**src/rtl/banana_pkg.sv**
```systemverilog
// Shared types and default sizing for the banana launch scheduler.
package banana_pkg;

    typedef enum logic [1:0] {
        ST_IDLE,
        ST_SELECT,
        ST_LAUNCH,
        ST_COOLDOWN
    } sched_state_t;

    localparam int NUM_SLOTS       = 4;
    localparam int COOLDOWN_FRAMES = 8;
    localparam int LIFETIME_FRAMES = 90;
    localparam int LAUNCH_TIMEOUT  = 255;

endpackage

```
**src/rtl/banana_slot_tracker.sv**
```systemverilog
// One banana slot: lifetime countdown and the held monster_collision retire request.
module banana_slot_tracker
    import banana_pkg::*;
#(
    parameter int LIFETIME_FRAMES = banana_pkg::LIFETIME_FRAMES
) (
    input  logic clk,
    input  logic resetN,
    input  logic start_of_frame,
    input  logic game_enable,
    input  logic active,
    input  logic hit,
    input  logic load,
    output logic retire
);

    localparam int LT_W = (LIFETIME_FRAMES > 0) ? $clog2(LIFETIME_FRAMES + 1) : 1;

    logic [LT_W-1:0] life_cnt;
    logic            expire;

    // Expiry fires on the frame that takes the count to zero (or finds it already there).
    assign expire = start_of_frame && !retire && !load && (life_cnt <= LT_W'(1));

    always_ff @(posedge clk) begin
        if (resetN) begin
            life_cnt <= '0;
            retire   <= 1'b0;
        end else begin
            if (load)
                life_cnt <= LT_W'(LIFETIME_FRAMES);
            else if (start_of_frame && active && !retire && life_cnt != '0)
                life_cnt <= life_cnt - LT_W'(1);

            if (!active)
                retire <= 1'b0;
            else if (hit || !game_enable || expire)
                retire <= 1'b1;
        end
    end

endmodule

```
**src/rtl/banana_launch_scheduler.sv**
```systemverilog
// Fire-request FSM: picks a free banana slot, runs the appear/active handshake, enforces cooldown.
module banana_launch_scheduler
    import banana_pkg::*;
#(
    parameter int NUM_SLOTS       = banana_pkg::NUM_SLOTS,
    parameter int COOLDOWN_FRAMES = banana_pkg::COOLDOWN_FRAMES,
    parameter int LIFETIME_FRAMES = banana_pkg::LIFETIME_FRAMES,
    parameter int LAUNCH_TIMEOUT  = banana_pkg::LAUNCH_TIMEOUT
) (
    input  logic                 clk,
    input  logic                 resetN,
    input  logic                 startOfFrame,
    input  logic                 game_enable,
    input  logic                 fire_req,
    input  logic [10:0]          fire_y,
    input  logic [NUM_SLOTS-1:0] slot_active,
    input  logic [NUM_SLOTS-1:0] slot_hit,
    output logic [NUM_SLOTS-1:0] appear,
    output logic [10:0]          initial_y,
    output logic [NUM_SLOTS-1:0] monster_collision,
    output logic                 fire_ack,
    output logic                 fire_denied,
    output logic [7:0]           shots_fired
);

    localparam int CD_W  = (COOLDOWN_FRAMES > 0) ? $clog2(COOLDOWN_FRAMES + 1) : 1;
    localparam int IDX_W = (NUM_SLOTS > 1) ? $clog2(NUM_SLOTS) : 1;

    sched_state_t         state;
    logic [IDX_W-1:0]     sel_idx;
    logic [CD_W-1:0]      cd_cnt;
    logic [7:0]           to_cnt;
    logic                 free_found;
    logic [IDX_W-1:0]     free_idx;
    logic                 confirm;
    logic [NUM_SLOTS-1:0] launch_load;

    // Lowest-index slot that is neither flying nor still being retired.
    always_comb begin
        free_found = 1'b0;
        free_idx   = '0;
        for (int i = NUM_SLOTS - 1; i >= 0; i--) begin
            if (!slot_active[i] && !monster_collision[i]) begin
                free_found = 1'b1;
                free_idx   = IDX_W'(i);
            end
        end
    end

    assign confirm     = game_enable && (state == ST_LAUNCH) && slot_active[sel_idx];
    assign launch_load = confirm ? (NUM_SLOTS'(1) << sel_idx) : '0;

    always_ff @(posedge clk) begin
        if (resetN) begin
            state       <= ST_IDLE;
            sel_idx     <= '0;
            cd_cnt      <= '0;
            to_cnt      <= '0;
            appear      <= '0;
            initial_y   <= '0;
            fire_ack    <= 1'b0;
            fire_denied <= 1'b0;
            shots_fired <= '0;
        end else begin
            fire_ack    <= 1'b0;
            fire_denied <= 1'b0;
            if (!game_enable) begin
                state  <= ST_IDLE;
                appear <= '0;
            end else begin
                case (state)
                    ST_IDLE: begin
                        if (fire_req) begin
                            initial_y <= fire_y;
                            state     <= ST_SELECT;
                        end
                    end
                    ST_SELECT: begin
                        if (free_found) begin
                            sel_idx <= free_idx;
                            appear  <= NUM_SLOTS'(1) << free_idx;
                            to_cnt  <= '0;
                            state   <= ST_LAUNCH;
                        end else begin
                            fire_denied <= 1'b1;
                            state       <= ST_IDLE;
                        end
                    end
                    ST_LAUNCH: begin
                        if (slot_active[sel_idx]) begin
                            appear   <= '0;
                            fire_ack <= 1'b1;
                            if (shots_fired != 8'hFF)
                                shots_fired <= shots_fired + 8'd1;
                            cd_cnt <= CD_W'(COOLDOWN_FRAMES);
                            state  <= (COOLDOWN_FRAMES == 0) ? ST_IDLE : ST_COOLDOWN;
                        end else if (to_cnt == 8'(LAUNCH_TIMEOUT - 1)) begin
                            appear      <= '0;
                            fire_denied <= 1'b1;
                            state       <= ST_IDLE;
                        end else begin
                            to_cnt <= to_cnt + 8'd1;
                        end
                    end
                    ST_COOLDOWN: begin
                        if (cd_cnt == '0)
                            state <= ST_IDLE;
                        else if (startOfFrame)
                            cd_cnt <= cd_cnt - CD_W'(1);
                    end
                    default: state <= ST_IDLE;
                endcase
            end
        end
    end

    for (genvar g = 0; g < NUM_SLOTS; g++) begin : g_slot
        banana_slot_tracker #(
            .LIFETIME_FRAMES(LIFETIME_FRAMES)
        ) u_trk (
            .clk           (clk),
            .resetN        (resetN),
            .start_of_frame(startOfFrame),
            .game_enable   (game_enable),
            .active        (slot_active[g]),
            .hit           (slot_hit[g]),
            .load          (launch_load[g]),
            .retire        (monster_collision[g])
        );
    end

endmodule

```
**config.mk**
```make
export PLATFORM = sky130hd
export DESIGN_NAME = banana_launch_scheduler
export DESIGN_NICKNAME = d
export VERILOG_FILES = /design/src/rtl/banana_pkg.sv /design/src/rtl/banana_slot_tracker.sv /design/src/rtl/banana_launch_scheduler.sv
export SDC_FILE = /design/constraint.sdc
export NUM_CORES = 1
export LEC_CHECK = 0
export BUFFER_PORTS_ARGS = -buffer_cell sky130_fd_sc_hd__buf_2
export CAP_MARGIN = 30
export CORE_MARGIN = 3
export CORE_UTILIZATION = 48
export DETAILED_ROUTE_END_ITERATION = 8
export PLACE_DENSITY = 0.68
export SETUP_SLACK_MARGIN = 0.15
export SYNTH_ARGS = -nofsm -noshare
export SYNTH_HDL_FRONTEND = slang
export SYNTH_HIERARCHICAL = 1
export SYNTH_SLANG_ARGS = --single-unit
```
**constraint.sdc**
```tcl
create_clock -name clk -period 6.11 [get_ports clk]
set_input_delay 0.611 -clock clk [delete_from_list [all_inputs] [get_ports clk]]
set_output_delay 0.611 -clock clk [all_outputs]
set_load 0.1 [all_outputs]
```
# Word level (Yosys, flattened, before mapping)

Index checks and enable logic that the tools add are counted.

$add $sub $neg: 7
Magnitude comparators: 5
Equality and inequality tests: 14
Shifts and indexed selects: 2
Multiplexer cells: 42
Bitwise logic cells: 6
Reductions and logical operators: 80

Operators by type and width:

| operator                                                       | count |
|---|---|
| two-way mux 7 bit                                              | 8 |
| logical AND 1 bit                                              | 30 |
| less-or-equal comparator 7 x 1 -> 1 bit, second input constant | 4 |
| two-way mux 4 bit                                              | 7 |
| nonzero test 7 bit                                             | 4 |
| subtractor 7 x 1 -> 7 bit, second input constant               | 4 |
| two-way mux 8 bit                                              | 3 |
| two-way mux 2 bit                                              | 9 |
| OR reduction 2 bit                                             | 9 |
| adder 8 x 1 -> 8 bit, second input constant                    | 2 |
| case mux 4 bit (2 select lines)                                | 2 |
| case mux 8 bit (2 select lines)                                | 1 |
| inequality test 2 bit, second input constant                   | 7 |
| zero test 1 bit                                                | 13 |
| AND reduction 3 bit                                            | 4 |
| nonzero test 2 bit                                             | 6 |
| AND reduction 5 bit                                            | 2 |
| two-way mux 1 bit                                              | 9 |
| == test 8 bit, second input constant                           | 1 |
| logical OR 1 bit                                               | 8 |
| inequality test 8 bit, second input constant                   | 1 |
| case mux 2 bit (4 select lines)                                | 1 |
| << shifter 1 x 2 -> 4 bit, first input constant                | 2 |
| inverter 1 bit                                                 | 6 |
| 12 further kinds                                               | 13 |

Register bits after elaboration: 73
Output and inout bits: 29
Logic and storage cells: 177

# Longest topological paths before layout

Gate-level depths: netlist of the first run.

Depth after elaboration: 9
Gate-level depth with buffers: 10

# Hierarchy

The synthesis of the first run kept the hierarchy.

Modules (own cells, without submodules):

| module                  | times used | cells an instance | area an instance (µm²) | sequential area each (µm²) |
|---|---|---|---|---|
| banana_launch_scheduler | 1          | 280               | 2307.2                 | 820.8 |
| banana_slot_tracker     | 4          | 50                | 470.5                  | 160.2 |

# Worst setup path after synthesis of the first run

No wires, ideal clock.

Kind: register to register
Start: register shots_fired[0]
End: register shots_fired[4]
Data arrival time: 2.367 ns
Required time: 6.040 ns
Setup slack: 3.673 ns
Stages on the path, launching flop included: 6
Cells stage by stage: dfxtp_1 -> ha_1 -> nand3_1 -> or3b_2 -> or3_1 -> a21oi_1

Cells in the longest elaborated chain, start to end: 2

RTL lines:

| element                                                      | RTL line                      | source |
|---|---|---|
| start, declared                                              | banana_launch_scheduler.sv:23 | `output logic [7:0] shots_fired` |
| start signal, assigned                                       | banana_launch_scheduler.sv:94 | `shots_fired <= shots_fired + 8'd1;` |
| branches (longest 2 deep; another with adder 8 x 1 -> 8 bit) | -                             |  |

Several ways; the timed one is not identified.
A chain may end at the register's enable or synchronous reset.

# Final worst setup path of the first run

Start: register state[0]
End: register to_cnt[4]

Cells in the longest elaborated chain, start to end: 3

RTL lines:

| element                                                               | RTL line                       | source |
|---|---|---|
| start, declared                                                       | banana_launch_scheduler.sv:29  | `sched_state_t state;` |
| start signal, assigned                                                | banana_launch_scheduler.sv:96  | `state <= (COOLDOWN_FRAMES == 0) ? ST_IDLE : ST_COOLDOWN;` |
| == test 2 bit or == test 2 x 1 -> 1 bit (tied branches)               | banana_launch_scheduler.sv:71  | `case (state)` |
| inequality test 2 bit (no line) or nonzero test 2 bit (tied branches) | -                              |  |
| AND reduction 5 bit (no line)                                         | -                              |  |
| end signal, assigned                                                  | banana_launch_scheduler.sv:102 | `to_cnt <= to_cnt + 8'd1;` |
| end, declared                                                         | banana_launch_scheduler.sv:32  | `logic [7:0] to_cnt;` |

Parallel ways exist; a longest one is shown, timed or not.

==> impl_metrics.csv, run 1 <==
group,metric,value,unit
setup_path,rr_startpoint,"state[0]$_SDFFE_PP0P_",
placement,place_congestion,0.9312,
placement,postPlaceCellArea,4486,um^2
logic_synthesis,yosys.cell_types.count,62,
global_routing,grt_pass1_vias,3613,
clock_network,cts_tree,"yes",
logic_synthesis,synth_edf_count,0,
logic_synthesis,postSynthNetCount,525,
setup_path,worst-r2r-setup-slack,3.53,ns
setup_path,critPathRequiredTime,6.36,ns
global_routing,grt.overflow.total,0,
placement,port_buffers,52,
logic_synthesis,netlist_area,4189,um^2
hold_path,timing.hold.worst.class,"reg -> reg",
setup_path,worst-setup-path-type,"reg -> reg",
clock_network,htree_num_levels,3,
clock_network,postCtsResizedCells,0,
logic_synthesis,synth-async-reset-ratio,0,
setup_path,timing.critical_path.from_type,"register",
placement,pre_cts_slack,3.539,ns
layout,num-nets-final,567,
power_and_ir_drop,leakage,1.779,nW
global_routing,grt_start_max_net_pins,42,
die,design.portCount,53,
sta,rsz_0062_raised_after_global_routing,"no",
clock_network,clock_tree.root_cell,"clkbuf_8",
power_and_ir_drop,irDropWorstVdd,0.1915,mV
die,placement_rows,33,
setup_path,crit_path_top_delay_cell,"a22oi_2",
setup_path,r2r-end,"to_cnt[4]$_SDFFE_PP0P_",
sta,slew_headroom,0.3838,
sta,timing.final.hold_violations,0,
power_and_ir_drop,pwr_density_cell,358.6,nW/um^2
hold_path,timing.hold.worst_endpoint,"initial_y[0]$_SDFFE_PP0P_",
logic_synthesis,synth_cells,480,
run_status,run_status,"finished, final reports clean",
sta,worst_slack,3.531,ns
placement,dpl.hpwl,7014,um
clock_network,cts_inserted_buffers,9,
logic_synthesis,synth.area.top_cells,"dfxtp_1 (35%), ha_1 (6.3%), nand2_1 (3.9%)",
route,detail-route-antenna-nets,0,
route,drt_drc_violations_left,0,
route,number_of_vias_after_detailed_routing,3778,
route,total_iterations_of_the_first_detailed_routing_run,4,
clock_network,clkLatencyLatePin,0.34,ns
logic_synthesis,synth.most_common_cell,"dfxtp_1",
route,vias_per_cell,5.978,
logic_synthesis,yosysSeqAreaShare,0.3489,
sta,clock_skew,0.009635,ns
clock_network,clk_path_buf_depth,2,
sta,report.final.setup_viol,0,
logic_synthesis,most_numerous_cell_types_in_the_synthesized_netlist,"dfxtp_1 (73), nand2_1 (44), a21oi_1 (31)",
setup_path,path_cells,"inv_1 > ha_1 > nor2b_1 > a22oi_2 > nand4_1 > o31ai_1",
logic_synthesis,syn-mean-instance-area,8.727,um^2
route,drt-total-wl,9782,um
route,first_iter_violations,129,
route,avgRoutedWirePerCell,15.48,um
global_routing,global_route.usage.total,0.2041,
clock_network,postCtsHoldBufs,0,
sta,max_clock_freq,387.7,MHz
die,coreArea,8341,um^2
setup_path,worstPathMaxFanout,21,
sta,timing_worst_slew_pin_value,0.9243,ns
global_routing,number_of_antenna_violations_at_the_first_check_in_global_routing,0,
setup_path,r2r_cells,6,
logic_synthesis,yosysTopAreaCell,"dfxtp_1",
setup_path,end_kind,"register",
sta,min_period,2.579,ns
sta,setup_total_negative_slack,0,ns
die,width_of_the_die,99.42,um
sta,final_max_slew_viol_count,0,
hold_path,worst_hold_path.num_cells,2,
logic_synthesis,netlist.area_leader.share,0.3489,
clock_network,cts_setup_buffers,0,
layout,insertedDiodeCount,0,
layout,postLayoutCoreUtil,0.5710,
clock_network,clkTransAtPathRegs,0.08,ns
layout,fin_area,4762,um^2
layout,drive_above_1_share,0.1784,
logic_synthesis,synth_flop_cell,"dfxtp_1",
die,initial_core_util,0.5023,
clock_network,clkSinkCount,73,
job,maxCapViolations,0,
logic_synthesis,number_of_storage_elements_in_the_synthesis_netlist,73,
setup_path,cp.arrival,2.83,ns
hold_path,hold_start,"initial_y[0]$_SDFFE_PP0P_",
sta,period_share,0.4221,
die,floorplan.die_area,9884,um^2
die,dieHeight,99.42,um
layout,syn_to_final_growth,13.68,%
setup_path,critical_path.max_stage_delay,0.75,ns
logic_synthesis,number_of_warnings_issued_by_yosys,6,
global_routing,wire_length_of_the_first_global_routing_pass,16740,um
-- metrics by stage --
stage / hold slack (ns) / total power [mW] / cells
3_5_place_dp: 0.4431 / 1.203 / 616
4_1_cts: 0.4544 / 1.721 / 632
6_report: 0.4534 / 1.708 / 632
5_1_grt: 0.4694 / 1.824 / 632
2_1_floorplan: 0.4504 / 1.093 / 480
3_3_place_gp: 0.4404 / 1.183 / 616
-- cells by family (layout without fill, tap and decap cells) --
group | after synthesis | after routing | synth area share
AND/OR/NAND/NOR | 190 | 190 | 0.2649
multiplexers | 9 | 9 | 0.02658
buffers and inverters | 49 | 96 | 0.04868
AO/OA/AOI/OAI | 122 | 122 | 0.2148
adder cells (fa/ha/maj) | 21 | 21 | 0.06272
flip-flops | 73 | 73 | 0.3489
XOR/XNOR | 16 | 16 | 0.03345
-- critical path, delay by kind of cell (launching register included) --
kind / cells / cell delay, ns
adder cells (fa/ha/maj): 1 / 0.35
AND/OR/NAND/NOR: 2 / 0.59
AO/OA/AOI/OAI: 2 / 1.08
flip-flops: 1 / 0.36
buffers and inverters: 1 / 0.10
-- layer usage --
metal | track usage | up-vias | part of all wire
met5 | 0 | - | 0
met4 | 0.05357 | 0 | 0.0070
met3 | 0.05049 | 7 | 0.045
met2 | 0.3574 | 87 | 0.51
met1 | 0.2498 | 1802 | 0.44
li1 | - | 1882 | -
-- final cells by class --
type	count	area (um^2)
clock inverter	5	125.1
tap	105	131.4
clock buffer	11	151.4
timing repair buffer	53	267.8
fill	763	3578
sequential	73	1461
inverter	27	101.3
multi-input combinational	358	2524
-- where the power goes --
part	switching, mW	total, mW	internal (mW)
Combinational	0.312	0.556	0.244
Clock	0.183	0.518	0.334
Sequential	0.0936	0.634	0.540
-- worst max path at each step --
| stage | slack [ns] | from | end |
|---|---|---|---|
| 2_1_floorplan | 3.67 | shots_fired[0]$_SDFFE_PP0P_ | shots_fired[4]$_SDFFE_PP0P_ |
| 3_3_place_gp | 3.71 | slot_active[0] | to_cnt[6]$_SDFFE_PP0P_ |
| 3_5_place_dp | 3.54 | slot_active[0] | to_cnt[4]$_SDFFE_PP0P_ |
| 4_1_cts | 3.53 | state[0]$_SDFFE_PP0P_ | to_cnt[4]$_SDFFE_PP0P_ |
| 5_1_grt | 3.30 | state[0]$_SDFFE_PP0P_ | to_cnt[4]$_SDFFE_PP0P_ |
| 6_report | 3.53 | state[0]$_SDFFE_PP0P_ | to_cnt[4]$_SDFFE_PP0P_ |
-- flip-flops by register name, summed over array words and instances (netlist names) --
name,count
to_cnt,8
sel_idx,2
initial_y,11
fire_ack,1
state,2
g_slot.u_trk/retire,4
fire_denied,1
appear,4
g_slot.u_trk/life_cnt,28
shots_fired,8
cd_cnt,4
-- placed cells by master (no fill, tap or decap), types with 5 or more instances in the layout --
master | netlist | routed
nand4_1 | 12 | 12
xor2_1 | 8 | 8
nand2b_1 | 7 | 7
a21oi_1 | 31 | 31
buf_2 | 1 | 52
nor2_1 | 26 | 26
nor2b_1 | 15 | 15
inv_1 | 26 | 26
clkbuf_8 | 0 | 11
nand2_1 | 44 | 44
o31ai_1 | 8 | 8
and3_1 | 6 | 6
o21ai_0 | 7 | 7
a211oi_1 | 10 | 10
o211ai_1 | 8 | 8
xnor2_1 | 8 | 8
ha_1 | 21 | 21
a311oi_1 | 12 | 12
o2111ai_1 | 5 | 5
dfxtp_1 | 73 | 73
nor3_1 | 30 | 30
nand3_1 | 9 | 9
a41o_1 | 5 | 5
and4_1 | 7 | 7
Note: power is estimated with default switching activity, not from simulation.
==> run 2, diff against run 1 <==
clock period = 2.52 ns   (was 6.11 ns; I/O delays follow)
==> impl_metrics.csv, run 2 (synthesized netlist as in run 1, its figures left out) <==
group,metric,value,unit
setup_path,worstPathMaxFanout,12,
clock_network,cts_inserted_buffers,9,
layout,final_cell_mix,"dfxtp_1 (71), buf_2 (52), nand2_1 (44), a21oi_1 (31), nor3_1 (30)",
sta,timing_worst_slew_pin_value,0.5992,ns
global_routing,number_of_antenna_violations_at_the_first_check_in_global_routing,0,
setup_path,timing.critical_path.from_type,"register",
global_routing,grt_pass1_vias,3741,
route,detail-route-antenna-nets,0,
layout,largest_register_ff_count,28,
layout,postLayoutCoreUtil,0.5803,
setup_path,critical_path.max_stage_delay,0.38,ns
global_routing,grt.overflow.total,0,
layout,registers.top_by_ff_count,"g_slot.u_trk/life_cnt",
die,design.portCount,53,
power_and_ir_drop,leakage,1.827,nW
power_and_ir_drop,sequentialPowerShare,0.382,
global_routing,global_route.usage.total,0.2040,
power_and_ir_drop,pwr_density_cell,830.3,nW/um^2
hold_path,timing.hold.worst.class,"in -> reg",
die,dieHeight,99.42,um
sta,report.final.setup_viol,0,
route,vias_per_cell,5.955,
clock_network,clkTransAtPathRegs,0.08,ns
die,coreArea,8341,um^2
layout,drive_above_1_share,0.2033,
placement,port_buffers,52,
setup_path,cp.arrival,2.44,ns
sta,clock_skew,0.008304,ns
sta,max_clock_freq,453.1,MHz
power_and_ir_drop,clockPowerShare,0.281,
route,first_iter_violations,151,
sta,rsz_0062_raised_after_global_routing,"no",
setup_path,timing.critical_path.buf_inv,2,
setup_path,critPathRequiredTime,2.75,ns
setup_path,crit_family,"simple AND/OR/NAND/NOR gates",
layout,fin_area,4840,um^2
setup_path,worst-r2r-setup-slack,0.31,ns
placement,dpl.hpwl,7128,um
layout,num-nets-final,581,
setup_path,crit_path_top_delay_cell,"mux2_2",
sta,period_share,0.8758,
route,number_of_vias_after_detailed_routing,3847,
die,width_of_the_die,99.42,um
route,total_iterations_of_the_first_detailed_routing_run,5,
power_and_ir_drop,net-switching-power,1.432,mW
global_routing,grt_start_max_net_pins,36,
placement,place_congestion,0.8867,
power_and_ir_drop,comb_power_share,0.337,
route,drt_drc_violations_left,0,
power_and_ir_drop,p_sw_frac,0.3564,
setup_path,worst-setup-path-type,"reg -> reg",
setup_path,path_cells,"inv_1 > ha_1 > nor2b_2 > a22oi_2 > buf_4 > nor3_1 > mux2_2",
die,floorplan.die_area,9884,um^2
sta,worst_slack,0.3130,ns
placement,postPlaceCellArea,4563,um^2
sta,setup_total_negative_slack,0,ns
layout,largest_registers,"g_slot.u_trk/life_cnt (28), initial_y (11)",
die,placement_rows,33,
job,maxCapViolations,0,
route,drt-total-wl,9970,um
clock_network,clk_path_buf_depth,2,
route,avgRoutedWirePerCell,15.43,um
placement,pre_cts_slack,0.2228,ns
clock_network,clkLatencyLatePin,0.34,ns
global_routing,wire_length_of_the_first_global_routing_pass,16860,um
clock_network,clock_tree.root_cell,"clkbuf_8",
power_and_ir_drop,p_int,2.586,mW
run_status,run_status,"finished, final reports clean",
sta,timing.final.hold_violations,0,
clock_network,cts_tree,"yes",
sta,final_max_slew_viol_count,0,
clock_network,htree_num_levels,3,
power_and_ir_drop,irDropWorstVdd,0.4934,mV
die,initial_core_util,0.5023,
sta,slew_headroom,0.6006,
sta,min_period,2.207,ns
setup_path,end_kind,"register",
layout,layout_commonest_cell,"dfxtp_1",
layout,insertedDiodeCount,0,
layout,syn_to_final_growth,15.53,%
clock_network,clkSinkCount,73,
-- run 2: worst min-delay path: cells and delay by family --
family / cells / cell delay [ns]
buffers and inverters: 1 / 0.09
AO/OA/AOI/OAI: 1 / 0.05
AND/OR/NAND/NOR: 1 / 0.04
-- run 2: path summary, 6_finish.rpt --
kind	startpoint	to	cells past startpoint
max reg2reg	state[0]$_SDFFE_PP0P_	shots_fired[0]$_SDFFE_PP0P_	7
max	state[0]$_SDFFE_PP0P_	shots_fired[0]$_SDFFE_PP0P_	7
min reg2reg	initial_y[2]$_SDFFE_PP0P_	initial_y[2]$_SDFFE_PP0P_	2
min	fire_y[7]	initial_y[7]$_SDFFE_PP0P_	3
-- run 2: cell type report --
type	instances	area (um^2)
repair buffers	67	372.9
clock inverters	5	102.6
clock buffers	11	141.4
well taps	105	131.4
flip-flops and latches	73	1464
inverters	27	101.3
fillers	755	3501
multi-input cells	358	2526
-- run 2: timing repair --
| item | 4_1_cts | 5_1_grt |
|---|---|---|
| resized for setup | 0 | 1 |
| buffers inserted | 0 | 4 |
| setup endpoints to repair | 0 | 12 |
| hold buffers | 0 | 0 |
-- run 2: power by group through the flow --
stage / Combinational, mW / Sequential (mW) / Clock (mW)
floorplan: 1.04 / 1.61 / 0
global placement: 1.32 / 1.55 / 0
detailed placement: 1.36 / 1.56 / 0
CTS: 1.36 / 1.54 / 1.15
global route: 1.52 / 1.56 / 1.20
finish: 1.35 / 1.54 / 1.13
-- run 2: metrics by stage --
step | total power, mW | instances | hold slack, ns
CTS | 4.049 | 642 | 0.1261
floorplan | 2.651 | 480 | 0.3563
global placement | 2.869 | 626 | 0.4396
detailed placement | 2.915 | 626 | 0.4430
global route | 4.285 | 646 | 0.1393
finish | 4.019 | 646 | 0.1399
-- run 2: per-layer routing --
layer	GRT usage	routed length, um
met3	0.02595	459
met4	0.08824	150
met1	0.2648	4597
met2	0.3404	4764
met5	0	0
==> run 3, diff against run 2 <==
CORE_MARGIN = not set   (was 3)
RECOVER_POWER = 25   (was not set)
==> impl_metrics.csv, run 3 (synthesized netlist as in run 1, its figures left out) <==
group,metric,value,unit
die,width_of_the_die,95.42,um
layout,syn_to_final_growth,14.10,%
route,vias_per_cell,5.941,
setup_path,critPathRequiredTime,2.80,ns
route,total_iterations_of_the_first_detailed_routing_run,4,
layout,final_cell_mix,"dfxtp_1 (71), nand2_1 (44), buf_2 (32), a21oi_1 (31), nor3_1 (30)",
clock_network,clkTransAtPathRegs,0.08,ns
route,drt_drc_violations_left,0,
sta,final_max_slew_viol_count,0,
setup_path,rr_startpoint,"state[0]$_SDFFE_PP0P_",
sta,min_period,2.168,ns
layout,multi_input_area,2524,um^2
clock_network,clkLatencyLatePin,0.35,ns
layout,num-nets-final,580,
placement,place_inst,626,
global_routing,global_route.usage.total,0.2192,
placement,pre_cts_slack,0.3042,ns
layout,largest_registers,"g_slot.u_trk/life_cnt (28), initial_y (11)",
placement,port_buffers,52,
sta,period_share,0.8605,
clock_network,clkSinkCount,73,
die,placement_rows,33,
setup_path,r2r_cells,7,
die,coreArea,8341,um^2
sta,report.final.setup_viol,0,
die,dieHeight,95.42,um
setup_path,worstPathMaxFanout,13,
layout,layout_commonest_cell,"dfxtp_1",
clock_network,postCtsHoldBufs,0,
setup_path,worst-setup-path-type,"reg -> reg",
die,initial_core_util,0.5023,
layout,post_layout_nonfiller_instances,645,
sta,rsz_0062_raised_after_global_routing,"no",
clock_network,cts_tree,"yes",
route,avgRoutedWirePerCell,15.27,um
route,first_iter_violations,176,
clock_network,clk_path_buf_depth,2,
layout,largest_register_ff_count,28,
die,floorplan.die_area,9105,um^2
global_routing,grt_start_max_net_pins,27,
layout,registers.top_by_ff_count,"g_slot.u_trk/life_cnt",
placement,dpl.hpwl,7021,um
sta,worst_slack,0.3516,ns
layout,insertedDiodeCount,0,
setup_path,worst-r2r-setup-slack,0.35,ns
clock_network,htree_num_levels,3,
sta,setup_total_negative_slack,0,ns
setup_path,cp.arrival,2.45,ns
global_routing,grt.overflow.total,0,
layout,seq_area,1464,um^2
sta,timing.final.hold_violations,0,
setup_path,critPathCapture,"shots_fired[2]$_SDFFE_PP0P_",
route,number_of_vias_after_detailed_routing,3832,
global_routing,grt_pass1_vias,3385,
setup_path,r2r-end,"shots_fired[2]$_SDFFE_PP0P_",
placement,place_congestion,0.8317,
layout,drive_above_1_share,0.1630,
global_routing,number_of_antenna_violations_at_the_first_check_in_global_routing,0,
sta,max_clock_freq,461.2,MHz
run_status,run_status,"finished, final reports clean",
setup_path,startpoint,"state[0]$_SDFFE_PP0P_",
hold_path,timing.hold.worst.class,"in -> reg",
power_and_ir_drop,leakage,1.718,nW
clock_network,clock_tree.root_cell,"clkbuf_8",
sta,slew_headroom,0.2100,
sta,timing_worst_slew_pin_value,1.190,ns
route,drt-total-wl,9847,um
power_and_ir_drop,irDropWorstVdd,0.5175,mV
setup_path,timing.critical_path.from_type,"register",
sta,clock_skew,0.009775,ns
route,detail-route-antenna-nets,0,
setup_path,end_kind,"register",
layout,fillers,801,
job,maxCapViolations,0,
power_and_ir_drop,pwr_density_cell,822.2,nW/um^2
clock_network,cts_inserted_buffers,9,
global_routing,wire_length_of_the_first_global_routing_pass,15600,um
die,design.portCount,53,
run 3: area by class of cell:
type                    count  share of cell area
inverters                  27             0.02120
flip-flops and latches     73              0.3063
repair buffers             66             0.07120
well taps                 105             0.02749
clock inverters             6             0.01911
multi-input cells         358              0.5280
clock buffers              10             0.02670
run 3: timing repair:
action,CTS,global route
gates resized for setup,0,0
setup buffers,0,3
endpoints found under the setup margin,0,2
run 3: power by group:
part | switching (mW) | total [mW] | internal (mW)
logic | 0.781 | 1.37 | 0.593
registers | 0.219 | 1.53 | 1.31
clock network | 0.466 | 1.03 | 0.561
total | 1.47 | 3.93 | 2.46
run 3: how the worst min path moves through the flow:
stage | cells past startpoint | from | slack (ns) | end
CTS | 3 | fire_y[9] | 0.11 | initial_y[9]$_SDFFE_PP0P_
global placement | 2 | initial_y[8]$_SDFFE_PP0P_ | 0.44 | initial_y[8]$_SDFFE_PP0P_
global route | 3 | fire_y[2] | 0.12 | initial_y[2]$_SDFFE_PP0P_
finish | 3 | fire_y[9] | 0.13 | initial_y[9]$_SDFFE_PP0P_
floorplan | 1 | game_enable | 0.36 | g_slot[0].u_trk/retire$_SDFFE_PP0P_
detailed placement | 2 | initial_y[9]$_SDFFE_PP0P_ | 0.45 | initial_y[9]$_SDFFE_PP0P_
run 3: routing by layer:
metal	global-route usage	vias up	part of all wire
met5	0	-	0
met2	0.3625	90	0.47
met4	0.09950	0	0.020
met3	0.04067	15	0.043
met1	0.2759	1816	0.46
li1	-	1911	-
run 3: stage by stage:
| step | hold WS, ns | instance area [um^2] | utilization | power [mW] |
|---|---|---|---|---|
| 6_report | 0.1258 | 4780 | 0.5731 | 3.930 |
| 5_1_grt | 0.1156 | 4780 | 0.5731 | 4.193 |
| 3_5_place_dp | 0.4474 | 4563 | 0.5471 | 2.923 |
| 2_1_floorplan | 0.3563 | 4192 | - | 2.651 |
| 3_3_place_gp | 0.4390 | 4563 | 0.5471 | 2.864 |
| 4_1_cts | 0.1148 | 4782 | 0.5734 | 3.953 |
run 3: critical path, stage by stage (launching register included):
cell	delay, ns
dfxtp_1	0.33
inv_1	0.13
ha_1	0.19
nor2b_1	0.34
a22oi_2	0.28
buf_4	0.21
or4_1	0.46
a21oi_1	0.15
